$ cat config.mk
export PLATFORM = sky130hd
export DESIGN_NAME = sum_serial
export DESIGN_NICKNAME = d
export VERILOG_FILES = /design/src/rtl/sum_serial.sv
export SDC_FILE = /design/constraint.sdc
export NUM_CORES = 1
export LEC_CHECK = 0
export ABC_AREA = 0
export CAP_MARGIN = 15
export CORE_AREA = 2 2 59 61
export DETAILED_ROUTE_END_ITERATION = 7
export DIE_AREA = 0 0 61 63
export PLACE_DENSITY = 0.77
export REMOVE_ABC_BUFFERS = 1
export SLEW_MARGIN = 20
export SYNTH_ARGS = -nofsm -noshare
export SYNTH_HDL_FRONTEND = slang
export SYNTH_SLANG_ARGS = --single-unit
$ cat constraint.sdc
create_clock -name clk -period 3.7 [get_ports clk]
set_input_delay 0.37 -clock clk [delete_from_list [all_inputs] [get_ports clk]]
set_output_delay 0.37 -clock clk [all_outputs]
set_load 0.01 [all_outputs]
$ cat src/rtl/sum_serial.sv
// Serial W-bit unsigned add/subtract, CHUNK bits per cycle through a registered carry; W+1-bit result.
// Result valid STEPS cycles after accept and held until out_ready; new work accepted only while idle.
module sum_serial #(
  parameter int W     = 8,
  parameter int CHUNK = 2
) (
  input  logic         clk,
  input  logic         rst,
  input  logic         in_valid,
  output logic         in_ready,
  input  logic [W-1:0] ft,
  input  logic [W-1:0] st,
  input  logic         sub,
  output logic         out_valid,
  input  logic         out_ready,
  output logic [W:0]   res
);

  localparam int STEPS = W / CHUNK;
  localparam int CW    = (STEPS > 1) ? $clog2(STEPS) : 1;
  localparam logic [CW-1:0] LAST = CW'(STEPS - 1);

  if (W < 2 || CHUNK < 1 || CHUNK > W || (W % CHUNK) != 0) begin : g_bad_params
    $error("sum_serial: W must be >= 2 and a multiple of CHUNK, with 1 <= CHUNK <= W");
  end

  typedef enum logic [1:0] {IDLE, RUN, DONE} state_t;

  state_t         state;
  state_t         state_nxt;
  logic [W-1:0]   ft_q;
  logic [W-1:0]   st_q;
  logic           carry;
  logic [CW-1:0]  count;
  logic           last;
  logic [CHUNK:0] chunk_sum;

  assign last = (count == LAST);

  // Subtraction is ft + ~st + 1: st is inverted at accept and carry seeded with sub.
  assign chunk_sum = {1'b0, ft_q[count*CHUNK +: CHUNK]}
                   + {1'b0, st_q[count*CHUNK +: CHUNK]}
                   + {{CHUNK{1'b0}}, carry};

  always_ff @(posedge clk) begin
    if (rst) state <= IDLE;
    else     state <= state_nxt;
  end

  always_comb begin
    state_nxt = state;
    in_ready  = 1'b0;
    out_valid = 1'b0;
    case (state)
      IDLE: begin
        in_ready = 1'b1;
        if (in_valid) state_nxt = RUN;
      end
      RUN: begin
        if (last) state_nxt = DONE;
      end
      DONE: begin
        out_valid = 1'b1;
        if (out_ready) state_nxt = IDLE;
      end
      default: state_nxt = IDLE;
    endcase
  end

  always_ff @(posedge clk) begin
    if (rst) begin
      ft_q  <= '0;
      st_q  <= '0;
      carry <= 1'b0;
      count <= '0;
      res   <= '0;
    end else begin
      case (state)
        IDLE: begin
          if (in_valid) begin
            ft_q  <= ft;
            st_q  <= sub ? ~st : st;
            carry <= sub;
            count <= '0;
          end
        end
        RUN: begin
          res[count*CHUNK +: CHUNK] <= chunk_sum[CHUNK-1:0];
          carry <= chunk_sum[CHUNK];
          count <= count + 1'b1;
          if (last) res[W] <= chunk_sum[CHUNK];
        end
        default: ;
      endcase
    end
  end

endmodule

==> metrics.txt <==
status=finished clean; critical path's largest stage delay=roughly 0.65 ns; Setup Fix Bufs, Post-CTS=0; fraction of layout cells with a size suffix above 1=under 10%; Layout Nets=between 200 and 250; f_max=about 350 MHz; Slew @ Worst Pin=just under 0.9 ns; Max Used Layer=met4; global-route wire length before repair=between 4000 and 5000 um; WL met2=1490 um; Routed Antenna Nets=0; worst hold path class=reg -> reg; Die Ht=roughly 63 um; Num CTS Buffers=5; WS Path Type=reg -> reg; Critical Path AT=around 3.1 ns; H-tree depth=2; synth top area cells=dfxtp_1 (38%), mux4_1 (6.7%), a21oi_1 (6.1%); Iteration-0 DRC Markers=32; CTS root buffer=clkbuf_4; setup TNS=0 ns; die width=just over 60 um; final instance area=~0.0019 mm2; worst path cell trace=mux4_1 > fa_1 > fa_1 > nor2b_1 > nand4_1 > a21oi_1; Ports=32; DRT Wirelength=2910 um; most used cell, CP=fa_1; Congestion Overflow GR=0; Core ar.=roughly 0.0032 mm2; vias in the first global route=around 1200; DRT Pass-1 Iters=4; DRC viols=0; pwr dens=356 mW/mm2; top-area cell type share of the netlist area=between 30% and 40%; mapped cell area=0.00156 mm2; average vias per placed instance=between 5 and 6; Critical Path RT=around 4 ns; Setup Skew=0.0108 ns; initial antenna violation count=0; max-capacitance violation count=0; register bit total from synthesis=30; Max rail drop VDD=around 0.18 mV; Worst Path Max Fanout=14; DR WL met3=~150 um; gpl congestion=about 0.85; via count=around 1300; Initial Util=48.3%; synth unique cells=32; largest net degree at the start of global routing=31; overall die area=between 0.003 and 0.004 mm2; Setup crit end kind=register; Post-Route M1 WL=roughly 1200 um; Synth warnings=0; post-layout minimum cycle time=approximately 2.8 ns; RSZ-0062 raised after global routing=false; register area share after synthesis=38.5%; cells after synthesis=~170; Total GRT Usage=17.5%; Ant. Diodes=0; Port-buffer cells=31; Critical-path top delay cell=dfxtp_1; CTS resizes=0; leakage=between 0.6 and 0.7 nW; Clock Path Buffers=2; area grow syn2layout=21.9%; hold_buf cts=0; Worst-Skew Late Latency=roughly 0.33 ns; Hold Vio Cnt, Final=0; final setup violation count=0; Rel. slew slack=between 40% and 50%; Post-DP Area=around 0.0019 mm2; CP Launch Type=register; mean post-synth cell area=around 9.4 um2; Row Count=21; dominant cell type by area after synthesis=dfxtp_1; WL per Instance=roughly 12 um; commonest cells after routing, fill and taps aside=dfxtp_1 (30), clkdlybuf4s50_1 (30), nand2_1 (25); DP HPWL=between 2000 and 2500 um; Overall Power=677 uW; CTS tree=built; CTS Sinks=30; Clock transition at path regs=around 0.09 ns; Max Slew Vio Count=0; Period Utilization, post-route=approximately three quarters
cell usage after synthesis:
cell type  count
nand2_1       25
nor3_1         1
and2_1         1
nand2b_1       1
and3b_1        1
clkbuf_1       4
inv_1          4
buf_6          2
xnor2_1        8
nand3b_1       4
a211oi_1       6
nand3_1        1
buf_2          4
and2b_1        3
a22oi_1        2
o221a_2        1
or3b_1         1
o21ai_1        1
nor3b_1        1
buf_4          2
nand4b_1       2
mux4_1         4
nor3b_4        1
nor4b_1        1
nand4_1        6
dfxtp_1       30
nor2b_1        3
ha_1           7
nor2_1        14
fa_1           2
a211oi_2       4
a21oi_1       19
sequential cells by signal, summed over array words and instances (netlist names):
signal and cells:
carry 1, st_q 8, res 9, state 2, ft_q 8, count 2
where the power goes:
part	internal, mW	switching [mW]	total (mW)
Combinational	0.0672	0.0616	0.129
Clock	0.0854	0.103	0.188
Sequential	0.341	0.0184	0.360
through the flow:
| step | utilization [%] | instances | hold slack, ns | setup slack [ns] |
|---|---|---|---|---|
| 2_1_floorplan | - | 154 | 0.425 | 1.15 |
| 3_3_place_gp | 57.4 | 231 | 0.441 | 0.987 |
| 3_5_place_dp | 57.4 | 231 | 0.442 | 0.903 |
| 4_1_cts | 59.0 | 237 | 0.453 | 0.869 |
| 5_1_grt | 58.8 | 237 | 0.473 | 0.704 |
| 6_report | 58.8 | 237 | 0.451 | 0.877 |
cell families after synthesis:
logic type / Yosys count / share of synthesized area, %
AO/OA/AOI/OAI: 33 / 14.2
flip-flops: 30 / 38.5
AND/OR/NAND/NOR: 66 / 22.3
buffers and inverters: 16 / 5.61
adder cells (fa/ha/maj): 9 / 8.18
multiplexers: 4 / 6.74
XOR/XNOR: 8 / 4.49
critical path, delay by kind of cell, from the launching register on:
family                   cells  cell delay (ns)
flip-flops                   1             0.65
adder cells (fa/ha/maj)      2             0.94
multiplexers                 1             0.65
AND/OR/NAND/NOR              2             0.34
AO/OA/AOI/OAI                1             0.17
area by class of cell:
class	count	area, um2
tap	46	57.6
sequential	30	601
multi-input combinational	120	872
clock buffer	6	51.3
inverter	4	15.0
timing repair buffer	31	305
fill	300	1330
path summary, 6_finish.rpt:
path              startpoint     end  slack (ns)  depth (start not counted)
setup reg to reg    count[0]  res[3]        0.88                          6
setup / recovery    count[0]  res[3]        0.88                          6
hold reg to reg       res[0]  res[0]        0.45                          2
hold / removal        res[0]  res[0]        0.45                          2
routing by layer:
metal | vias to the layer above | global-route usage, %
li1 | 633 | -
met1 | 585 | 17.7
met2 | 40 | 29.2
met3 | 8 | 7.66
met4 | 0 | 9.24
met5 | - | 0
(Power assumes the default switching activity.)
